--- src/rtl/uart_tx_arbiter_if.sv ---
// Requester-side byte streams and UART transmitter strobe/busy, bundled for the arbiter.
// master is the arbiter view; slave is the requester/transmitter environment view.
interface uart_tx_arbiter_if #(
    parameter int unsigned N_REQ = 4
);
    logic [N_REQ-1:0]   i_req_valid;
    logic [8*N_REQ-1:0] i_req_data;
    logic [N_REQ-1:0]   i_req_last;
    logic [N_REQ-1:0]   o_req_ready;
    logic [N_REQ-1:0]   o_grant;
    logic               o_active;
    logic               o_tx_write;
    logic [7:0]         o_tx_data;
    logic               i_tx_busy;
    logic               o_abort;

    modport master (
        input  i_req_valid, i_req_data, i_req_last, i_tx_busy,
        output o_req_ready, o_grant, o_active, o_tx_write, o_tx_data, o_abort
    );

    modport slave (
        output i_req_valid, i_req_data, i_req_last, i_tx_busy,
        input  o_req_ready, o_grant, o_active, o_tx_write, o_tx_data, o_abort
    );
endinterface

--- src/rtl/uart_tx_arbiter.sv ---
// Round-robin, packet-locked arbiter sharing one UART transmitter between N_REQ byte streams.
// Define UART_ARB_WDOG_EN to abort a locked packet after TIMEOUT idle cycles in FETCH.
module uart_tx_arbiter #(
    parameter int unsigned N_REQ   = 4,
    parameter int unsigned TIMEOUT = 1024,
    parameter int unsigned TW      = 11
) (
    input logic            i_clk,
    input logic            rstn,
    uart_tx_arbiter_if.master bus
);
    localparam int unsigned IW = (N_REQ > 1) ? $clog2(N_REQ) : 1;

    typedef enum logic [2:0] {StIdle, StFetch, StIssue, StWaitHi, StWaitLo} state_e;

    state_e           state_q;
    logic [IW-1:0]    rr_q;
    logic [IW-1:0]    gidx_q;
    logic [N_REQ-1:0] grant_q;
    logic             active_q;
    logic             tx_write_q;
    logic [7:0]       tx_data_q;
    logic             last_q;
    logic             hi_cnt_q;

    logic             pick_found;
    logic [IW-1:0]    pick_idx;
    logic [IW-1:0]    cand;
    logic             g_valid;
    logic             g_last;
    logic [7:0]       g_data;

    // Search rr+1, rr+2, ... with wrap so the last owner has lowest priority.
    always_comb begin
        pick_found = 1'b0;
        pick_idx   = '0;
        cand       = '0;
        for (int unsigned i = 1; i <= N_REQ; i++) begin
            cand = IW'((32'(rr_q) + i) % N_REQ);
            if (!pick_found && bus.i_req_valid[cand]) begin
                pick_found = 1'b1;
                pick_idx   = cand;
            end
        end
    end

    assign g_valid = bus.i_req_valid[gidx_q];
    assign g_last  = bus.i_req_last[gidx_q];
    assign g_data  = bus.i_req_data[{gidx_q, 3'b000} +: 8];

    assign bus.o_req_ready = (state_q == StFetch) ? (grant_q & bus.i_req_valid) : '0;
    assign bus.o_grant     = grant_q;
    assign bus.o_active    = active_q;
    assign bus.o_tx_write  = tx_write_q;
    assign bus.o_tx_data   = tx_data_q;

`ifdef UART_ARB_WDOG_EN
    logic [TW-1:0] wd_q;
    logic          abort_q;
    assign bus.o_abort = abort_q;
`else
    logic unused_cfg;
    assign unused_cfg  = ^{TIMEOUT, TW};
    assign bus.o_abort = 1'b0;
`endif

    always_ff @(posedge i_clk) begin
        if (!rstn) begin
            state_q    <= StIdle;
            rr_q       <= IW'(N_REQ - 1);
            gidx_q     <= '0;
            grant_q    <= '0;
            active_q   <= 1'b0;
            tx_write_q <= 1'b0;
            tx_data_q  <= 8'h00;
            last_q     <= 1'b0;
            hi_cnt_q   <= 1'b0;
`ifdef UART_ARB_WDOG_EN
            wd_q       <= '0;
            abort_q    <= 1'b0;
`endif
        end else begin
            tx_write_q <= 1'b0;
`ifdef UART_ARB_WDOG_EN
            abort_q    <= 1'b0;
`endif
            unique case (state_q)
                StIdle: begin
                    if (pick_found && !bus.i_tx_busy) begin
                        gidx_q   <= pick_idx;
                        grant_q  <= N_REQ'(1) << pick_idx;
                        active_q <= 1'b1;
                        state_q  <= StFetch;
`ifdef UART_ARB_WDOG_EN
                        wd_q     <= '0;
`endif
                    end
                end
                StFetch: begin
                    if (g_valid) begin
                        tx_data_q  <= g_data;
                        last_q     <= g_last;
                        tx_write_q <= 1'b1;
                        state_q    <= StIssue;
`ifdef UART_ARB_WDOG_EN
                    end else if (wd_q == TW'(TIMEOUT - 1)) begin
                        abort_q  <= 1'b1;
                        rr_q     <= gidx_q;
                        grant_q  <= '0;
                        active_q <= 1'b0;
                        state_q  <= StIdle;
                    end else begin
                        wd_q <= wd_q + 1'b1;
`endif
                    end
                end
                StIssue: begin
                    hi_cnt_q <= 1'b0;
                    state_q  <= StWaitHi;
                end
                StWaitHi: begin
                    // A transmitter that never raises busy is treated as done after 2 cycles.
                    if (bus.i_tx_busy || hi_cnt_q) begin
                        state_q <= StWaitLo;
                    end else begin
                        hi_cnt_q <= 1'b1;
                    end
                end
                StWaitLo: begin
                    if (!bus.i_tx_busy) begin
                        if (last_q) begin
                            rr_q     <= gidx_q;
                            grant_q  <= '0;
                            active_q <= 1'b0;
                            state_q  <= StIdle;
                        end else begin
                            state_q  <= StFetch;
`ifdef UART_ARB_WDOG_EN
                            wd_q     <= '0;
`endif
                        end
                    end
                end
                default: state_q <= StIdle;
            endcase
        end
    end
endmodule

--- src/flat_wrapper.sv ---
// flat-port wrapper written by rule: the top's interface ports become plain ports
module uart_tx_arbiter_flat 
#(
    parameter int unsigned N_REQ   = 4,
    parameter int unsigned TIMEOUT = 1024,
    parameter int unsigned TW      = 11
)
  (i_clk, rstn, bus_i_req_valid, bus_i_req_data, bus_i_req_last, bus_i_tx_busy, bus_o_req_ready, bus_o_grant, bus_o_active, bus_o_tx_write, bus_o_tx_data, bus_o_abort);
  uart_tx_arbiter_if #(.N_REQ(N_REQ)) bus_i ();
  input logic i_clk;
  input logic rstn;
  input wire logic [$bits(bus_i.i_req_valid)-1:0] bus_i_req_valid;
  input wire logic [$bits(bus_i.i_req_data)-1:0] bus_i_req_data;
  input wire logic [$bits(bus_i.i_req_last)-1:0] bus_i_req_last;
  input wire logic [$bits(bus_i.i_tx_busy)-1:0] bus_i_tx_busy;
  output wire logic [$bits(bus_i.o_req_ready)-1:0] bus_o_req_ready;
  output wire logic [$bits(bus_i.o_grant)-1:0] bus_o_grant;
  output wire logic [$bits(bus_i.o_active)-1:0] bus_o_active;
  output wire logic [$bits(bus_i.o_tx_write)-1:0] bus_o_tx_write;
  output wire logic [$bits(bus_i.o_tx_data)-1:0] bus_o_tx_data;
  output wire logic [$bits(bus_i.o_abort)-1:0] bus_o_abort;
  assign bus_i.i_req_valid = bus_i_req_valid;
  assign bus_i.i_req_data = bus_i_req_data;
  assign bus_i.i_req_last = bus_i_req_last;
  assign bus_i.i_tx_busy = bus_i_tx_busy;
  assign bus_o_req_ready = bus_i.o_req_ready;
  assign bus_o_grant = bus_i.o_grant;
  assign bus_o_active = bus_i.o_active;
  assign bus_o_tx_write = bus_i.o_tx_write;
  assign bus_o_tx_data = bus_i.o_tx_data;
  assign bus_o_abort = bus_i.o_abort;
  uart_tx_arbiter #(.N_REQ(N_REQ), .TIMEOUT(TIMEOUT), .TW(TW)) u_core (.i_clk(i_clk), .rstn(rstn), .bus(bus_i));
endmodule
--- config.mk ---
export PLATFORM = sky130hd
export DESIGN_NAME = uart_tx_arbiter_flat
export DESIGN_NICKNAME = d
export VERILOG_FILES = /design/src/rtl/uart_tx_arbiter_if.sv /design/src/rtl/uart_tx_arbiter.sv /design/src/flat_wrapper.sv
export SDC_FILE = /design/constraint.sdc
export NUM_CORES = 1
export LEC_CHECK = 0
export CAP_MARGIN = 10
export CORE_UTILIZATION = 30
export DETAILED_ROUTE_END_ITERATION = 7
export GPL_ROUTABILITY_DRIVEN = 1
export HOLD_SLACK_MARGIN = 0.03
export SYNTH_ARGS = -nofsm -noshare
export SYNTH_HDL_FRONTEND = slang
export SYNTH_SLANG_ARGS = --single-unit
export TNS_END_PERCENT = 100
--- constraint.sdc ---
create_clock -name i_clk -period 3.2 [get_ports i_clk]
set_input_delay 0.32 -clock i_clk [delete_from_list [all_inputs] [get_ports i_clk]]
set_output_delay 0.32 -clock i_clk [all_outputs]
set_load 0.01 [all_outputs]
==> flow_summary.ini, run 1 <==
[run_status]
status = finished, final reports clean

[timing]
final_max_slew_viol_count = 0
finalSetupViolCount = 0
fin_skew_ps = 2.998
tightestPinTransition_ps = 518.7
tns_ps = 0
final.period_utilization = 0.6645
period_needed_ps = 2126
hold_viol = 0
timing.fmax_mhz = 470.3
worst_slack_ps = 1074
rsz0062_at_grt = false
slew_headroom = 0.6510

[power]
pwr-share-seq = 0.460
p_switching_mw = 0.1810
cellLeakagePower_nw = 0.7603
p_int_mw = 0.5213
p_comb_frac = 0.292
p_per_area_mw_per_mm2 = 361.0
pwr-share-clk = 0.248
switching_share = 0.2577
vdd_ir_drop_max_uv = 165.0

[synthesis]
avgSynthCellArea_um2 = 10.36
yosysSeqAreaShare = 0.3615
synthCells = 123
yosysTopAreaCellShare = 0.3615
syn_area_mm2 = 0.001274
synthTopCellsByArea = dfxtp_1, mux4_2, mux2i_1
yosysTopAreaCell = dfxtp_1
ys_warn_count = 0
yosys_register_bits = 23
syn_nets = 166
yosysUniqueCellTypes = 39

[floorplanning]
ioPinCount = 62
num_rows = 23
core_mm2 = 0.004029
fp.dieW_um = 67.16
start_util = 0.3161
design.die.area_mm2 = 0.004510
die_y_um = 67.16

[layout]
nNetsFinal = 226
final_cell_mix = clkdlybuf4s50_1, dfxtp_1, nor2_1, mux2i_1, mux4_2
fin_util = 0.4829
fin_cells = 232
layout-drive-gt1-share = 0.1154
syn2layout_area_growth_pct = 52.75
antenna_cells = 0
stdcell_area_mm2 = 0.001946
layout_commonest_cell = clkdlybuf4s50_1

[detailed_routing]
post-route-drc-count = 0
first_pass_iters = 4
vias = 1208
wire_per_inst_um = 14.58
antenna_left = 0
met3WireLength_um = 123
wl_met2_um = 1785
wl_met1_um = 1428
via_per_inst = 5.207
topRoutingLayerUsed = met4
drt_iter0_drc = 69
drt-total-wl_um = 3382

[clock_network]
clock-root-buffer = clkbuf_8
clkLatencyLatePin_ps = 260
cts_hold_buf = 0
cts_buffers = 3
ctsLongestPathBuffers = 2
cts.sinks = 23
cts_tree = done
clkTransAtPathRegs_ps = 80
ctsHtreeMaxLevel = 1
cts.repair.resized = 0
postCtsSetupRepairBufs = 0

[placed_design]
pre_cts_ws_ps = 1107
dpl-instance-area_mm2 = 0.001901
dp_hpwl_um = 2707
numPortBuffers = 60
globalplace.congestion = 0.8491
dp.cells = 228

[run]
drv_cap = 0

[global_routing]
antenna_found_initial = 0
grt_use_total = 0.1540
grt_max_degree = 16
grt-ovfl-total = 0
grt_pass1_wl_um = 5223
grt_pass1_vias = 1099

[worst_setup_path]
arrival_ps = 1810
start_kind = register
required_ps = 2880
path_max_fanout = 11
crit_type = register to primary output
cp-end-kind = primary output

[worst_hold_path]
hold_class = register to register
==> worst paths after layout <==
kind	end	start	cells past startpoint	slack, ps
max reg2reg	u_core.bus.o_tx_data[4]	u_core.gidx_q[0]	5	1400
min	u_core.bus.o_grant[3]	u_core.bus.o_grant[3]	1	490
min reg2reg	u_core.bus.o_grant[3]	u_core.bus.o_grant[3]	1	490
max	bus_o_req_ready[0]	u_core.state_q[2]	3	1070
==> stage by stage <==
step                      hold slack, ps  total power, mW
after CTS                          490.5           0.7113
final                              487.4           0.7023
after floorplan                    381.9           0.4398
after global routing               522.1           0.7436
after global placement             473.3           0.5318
after detailed placement           478.0           0.5368
==> worst max-delay path: stages, from the launching register on <==
cell	delay (ps)
dfxtp_1	440
nor3b_2	360
and3_1	210
clkdlybuf4s50_1	540
==> flip-flops by register name (all words and copies together), names as in the netlist <==
register               flops
u_core.gidx_q              2
u_core.bus.o_active        1
u_core.hi_cnt_q            1
u_core.bus.o_tx_data       8
u_core.rr_q                2
u_core.bus.o_grant         4
u_core.last_q              1
u_core.bus.o_tx_write      1
u_core.state_q             3
==> cell usage after synthesis <==
master and instances:
a211o_1 1, a211oi_1 1, a21oi_1 5, a2bb2oi_1 1, a31oi_1 1, a32o_1 2
and3_1 4, buf_12 1, buf_2 1, buf_4 1, clkbuf_1 3, conb_1 1
dfxtp_1 23, inv_1 2, mux2i_1 11, mux4_2 10, nand2_1 4, nand2_2 1
nand2b_1 5, nand3_1 3, nor2_1 18, nor2b_1 1, nor3_1 4, nor3_2 1
nor3b_2 1, nor4_1 1, nor4_2 1, o211ai_1 1, o21a_1 1, o21ai_0 3
o21ai_1 1, o221a_2 1, o22a_1 1, o2bb2ai_1 2, o311a_1 1, o31a_2 1
or2b_1 1, or3_4 1, or4_1 1
==> layer usage <==
layer	vias up	GRT usage
met5	-	0
met4	0	0.04521
met1	583	0.1869
met3	4	0.03547
li1	588	-
met2	33	0.2688
==> cell type report <==
type	count	area, um2
clock buffers	4	45.04
multi-input cells	92	762.0
repair buffers	61	608.1
fillers	386	2083
inverters	2	7.507
flip-flops and latches	23	460.4
well taps	50	62.56
==> kinds of logic after synthesis <==
group | Yosys count | synth area share
simple gates | 47 | 0.1994
compound gates | 23 | 0.1326
flops | 23 | 0.3615
mux | 21 | 0.2633
buf+inv | 8 | 0.04028
other cells | 1 | 0.002944
==> power by group through the flow <==
stage | clock, mW | sequential (mW) | combinational, mW
after floorplan | 0 | 0.331 | 0.109
after global placement | 0 | 0.329 | 0.203
after detailed placement | 0 | 0.330 | 0.207
after CTS | 0.181 | 0.323 | 0.207
after global routing | 0.195 | 0.327 | 0.222
final | 0.174 | 0.323 | 0.205
Power figures use the tool's default switching activity.
==> run 2: changes to the inputs <==
Clock period 3.2 ns to 2.1 ns, I/O delays scaled along.
==> run 2 against run 1 <==
  * Sequential share of layout area decreased by 0.69 points
  * Hold slack improved by 4.7 ps
  * Global-route usage increased by 0.27 points
  * First-iteration DRC count decreased by 26%
  * Clock skew about the same
  * Cell count increased by 3.0%
  * Critical endpoint is now bus_o_req_ready[1]
  * Combinational power increased by 60%
  * Sequential cell count unchanged
  * Cell area increased by 3.0%
  * Via count increased by 0.66%
  * Power increased by 56%
  * Register-to-register slack got worse by 870 ps
==> flow_summary.ini, run 2 (synthesis gave the netlist of run 1 again) <==
[run_status]
status = finished, final reports clean

[clock_network]
postCtsSetupRepairBufs = 0
ctsHtreeMaxLevel = 1
cts.sinks = 23
clkTransAtPathRegs_ps = 80
cts_tree = done
ctsLongestPathBuffers = 2
clkLatencyLatePin_ps = 260
clock-root-buffer = clkbuf_8
cts.repair.resized = 0
cts_buffers = 3
cts_hold_buf = 0

[detailed_routing]
drt_iter0_drc = 51
via_per_inst = 5.088
wl_met2_um = 1824
vias = 1216
post-route-drc-count = 0
drt-total-wl_um = 3416
first_pass_iters = 4
wl_met1_um = 1431
topRoutingLayerUsed = met4
antenna_left = 0
wire_per_inst_um = 14.29
met3WireLength_um = 112

[layout]
layout-drive-gt1-share = 0.1481
final_cell_mix = clkdlybuf4s50_1, dfxtp_1, nor2_1, mux2i_1, mux4_2
antenna_cells = 0
fin_util = 0.4975
syn2layout_area_growth_pct = 57.37
largest_reg_flops = 8
fin_cells = 239
fillers = 392
nNetsFinal = 233
layout_commonest_cell = clkdlybuf4s50_1

[global_routing]
antenna_found_initial = 0
grt_pass1_vias = 1149
grt_use_total = 0.1568
grt_max_degree = 15
grt-ovfl-total = 0
grt_pass1_wl_um = 5278

[power]
vdd_ir_drop_max_uv = 253.9
p_int_mw = 0.8040
p_switching_mw = 0.2887
pwr-share-clk = 0.252
switching_share = 0.2642
pwr-share-seq = 0.449
p_comb_frac = 0.300
cellLeakagePower_nw = 0.7952
p_per_area_mw_per_mm2 = 545.2
totalPowerFinal_mw = 1.093

[worst_setup_path]
r2r_slack_ps = 530
worstRegToRegCells = 4
cp_slowest_cell = clkdlybuf4s50_1
crit_type = register to primary output
arrival_ps = 1830
cp_cell_sequence = nor3b_4, and3_1, clkdlybuf4s50_1
cp-end-kind = primary output
required_ps = 1890
path_max_fanout = 7
start_kind = register
cp_slowest_stage_delay_ps = 550

[floorplanning]
start_util = 0.3161
fp.dieW_um = 67.16
design.die.area_mm2 = 0.004510
core_mm2 = 0.004029
num_rows = 23
die_y_um = 67.16
ioPinCount = 62

[placed_design]
globalplace.congestion = 0.8112
dp.cells = 235
pre_cts_ws_ps = 125.2
dp_hpwl_um = 2746
numPortBuffers = 60

[timing]
worst_slack_ps = 59.33
finalSetupViolCount = 0
rsz0062_at_grt = false
period_needed_ps = 2041
final.period_utilization = 0.9717
hold_viol = 0
timing.fmax_mhz = 490.0
final_max_slew_viol_count = 0
tns_ps = 0
fin_skew_ps = 3.473

[run]
drv_cap = 0

[worst_hold_path]
hold_class = register to register
hold_depth = 2
==> run 2: changes by cell type in the layout (fill, tap and decap cells not counted) <==
cell     previous run  this run
buf_4               1         8
nor3b_2             1         0
nor3b_4             0         1
==> run 2: layer usage <==
metal  GRT usage  vias to the layer above
met1      0.1940                      588
met4     0.05585                        0
met3     0.03041                        4
met2      0.2688                       25
met5           0                        -
li1            -                      599
==> run 2: cell type report <==
| type | count | area (um2) | area share |
|---|---|---|---|
| repair buffers | 68 | 660.6 | 0.3296 |
| multi-input cells | 92 | 768.2 | 0.3833 |
| inverters | 2 | 7.507 | 0.003745 |
| clock buffers | 4 | 45.04 | 0.02247 |
| well taps | 50 | 62.56 | 0.03121 |
| flip-flops and latches | 23 | 460.4 | 0.2297 |
==> run 2: final timing paths <==
check / start / endpoint
setup / recovery: u_core.state_q[0] / bus_o_req_ready[1]
hold / removal: u_core.rr_q[0] / u_core.rr_q[0]
setup reg to reg: u_core.gidx_q[0] / u_core.bus.o_tx_data[1]
hold reg to reg: u_core.rr_q[0] / u_core.rr_q[0]
==> run 2: worst max-delay path: cells and delay by family (launching register included) <==
kind,cells,cell delay (ps)
buffers and inverters,1,550
DFF,1,450
and+or+nand+nor,2,560
==> run 2: power by group through the flow <==
stage / Combinational [mW] / Clock (mW) / Sequential [mW]
after CTS: 0.328 / 0.284 / 0.489
after floorplan: 0.165 / 0 / 0.505
after detailed placement: 0.327 / 0 / 0.499
after global routing: 0.355 / 0.308 / 0.494
final: 0.327 / 0.275 / 0.490
after global placement: 0.321 / 0 / 0.498
==> run 2: metrics by stage <==
step / hold WS (ps) / cell area [um2]
3_3_place_gp: 475.4 / 1953
4_1_cts: 494.7 / 1998
3_5_place_dp: 476.4 / 1953
2_1_floorplan: 271.9 / 1274
6_report: 492.1 / 2004
5_1_grt: 521.7 / 2004
==> run 3: changes to the inputs <==
Settings changed: CELL_PAD_IN_SITES_DETAIL_PLACEMENT from default to 0, CELL_PAD_IN_SITES_GLOBAL_PLACEMENT from default to 2, CORE_UTILIZATION 30 to 23, PLACE_DENSITY_LB_ADDON from default to 0.1.
==> run 3 against run 2 <==
  * Global-route usage shrank 2.4 points
  * Register-to-register slack is essentially flat
  * Setup slack gained 41 ps
  * Critical path type unchanged
  * Highest routed layer unchanged
  * Via count shrank 1.2%
  * Sequential cell count is the same
  * Combinational power grew 3%
  * Critical endpoint is now bus_o_req_ready[0]
==> flow_summary.ini, run 3 (synthesis gave the netlist of run 1 again) <==
[run_status]
status = finished, final reports clean

[timing]
timing.fmax_mhz = 500.2
fin_skew_ps = 3.573
hold_viol = 0
period_needed_ps = 1999
finalSetupViolCount = 0
final.period_utilization = 0.9520
rsz0062_at_grt = false
final_max_slew_viol_count = 0
worst_slack_ps = 100.8
tns_ps = 0
tightestPinTransition_ps = 510.0
finalHoldWorstSlack_ps = 487.6
slew_headroom = 0.6579

[worst_setup_path]
arrival_ps = 1790
required_ps = 1890
path_max_fanout = 7
cp_cell_sequence = nor3b_4, and3_1, clkdlybuf4s50_1
start_kind = register
critical-path-top-delay-family = simple AND/OR/NAND/NOR gates
crit_type = register to primary output
cp_slowest_stage_delay_ps = 530
cp_slowest_cell = clkdlybuf4s50_1
crit_buf_inv = 1
cp-end-kind = primary output

[detailed_routing]
first_pass_iters = 4
via_per_inst = 4.641
vias = 1202
post-route-drc-count = 0
drt-total-wl_um = 3671
drt_iter0_drc = 58
antenna_left = 0
wire_per_inst_um = 14.17

[clock_network]
ctsHtreeMaxLevel = 1
cts.sinks = 23
clkTransAtPathRegs_ps = 80
cts_buffers = 3
clkLatencyLatePin_ps = 260
cts_tree = done
clock-root-buffer = clkbuf_8
ctsLongestPathBuffers = 2

[global_routing]
grt_max_degree = 15
grt_pass1_vias = 1256
grt-ovfl-total = 0
grt_use_total = 0.1326
antenna_found_initial = 0
grt_pass1_wl_um = 6189

[placed_design]
dpl-instance-area_mm2 = 0.001971
globalplace.congestion = 0.7270
dp_hpwl_um = 2869
numPortBuffers = 60
pre_cts_ws_ps = 81.99
dp.cells = 254

[layout]
antenna_cells = 0
layout_commonest_cell = clkdlybuf4s50_1
fin_cells = 259
multi_input_area_um2 = 768.2
syn2layout_area_growth_pct = 59.43
nNetsFinal = 233
largest_reg_flops = 8
fillers = 554
regArea_um2 = 460.4
final_cell_mix = clkdlybuf4s50_1, dfxtp_1, nor2_1, mux2i_1, mux4_2
layout-drive-gt1-share = 0.1534
stdcell_area_mm2 = 0.002031

[power]
cellLeakagePower_nw = 0.7987
pwr-share-clk = 0.255
vdd_ir_drop_max_uv = 240.7
p_int_mw = 0.8042
p_comb_frac = 0.305
pwr-share-seq = 0.441
switching_share = 0.2726
p_per_area_mw_per_mm2 = 544.4
p_switching_mw = 0.3014

[floorplanning]
start_util = 0.2447
die_y_um = 76.42
core_mm2 = 0.005205
design.die.area_mm2 = 0.005839
num_rows = 26
fp.dieW_um = 76.42
ioPinCount = 62

[worst_hold_path]
hold_class = register to register

[run]
drv_cap = 0
## run 3: layout make-up
type / instances / share of cell area
Inverter: 2 / 0.003697
Tap cell: 70 / 0.04313
Clock buffer: 3 / 0.02033
Multi-Input combinational cell: 92 / 0.3783
Timing Repair Buffer: 68 / 0.3253
Clock inverter: 1 / 0.002465
Sequential cell: 23 / 0.2267
## run 3: power by group through the flow
stage	Sequential, mW	Clock [mW]	Combinational (mW)
finish	0.487	0.282	0.337
global route	0.493	0.306	0.367
CTS	0.488	0.292	0.339
detailed placement	0.497	0	0.335
global placement	0.497	0	0.331
floorplan	0.505	0	0.165
## run 3: metrics by stage
step                      power (mW)  utilization
after floorplan               0.6702            -
after global placement        0.8277       0.3786
after detailed placement      0.8321       0.3786
after CTS                      1.119       0.3887
after global routing           1.166       0.3901
final                          1.106       0.3901
## run 3: metal layers
layer,GRT usage,vias up,routed length [um]
met2,0.2270,30,1855
met1,0.1652,572,1610
met3,0.03234,2,173
li1,-,598,-
met4,0.03462,0,31
met5,0,-,0
## run 3: timing repair
action / 4_1_cts / 5_1_grt
hold buffers: 0 / 0
setup buffers: 0 / 1
endpoints found under the setup margin: 3 / 3
gates resized for setup: 1 / 0
## run 3: final timing paths
path | startpoint | end | slack [ps] | cells after the start
worst min register to register | u_core.bus.o_grant[1] | u_core.bus.o_grant[1] | 490 | 1
worst max-delay path | u_core.state_q[0] | bus_o_req_ready[0] | 100 | 3
worst max register to register | u_core.state_q[1] | u_core.bus.o_grant[0] | 520 | 4
worst min-delay path | u_core.bus.o_grant[1] | u_core.bus.o_grant[1] | 490 | 1
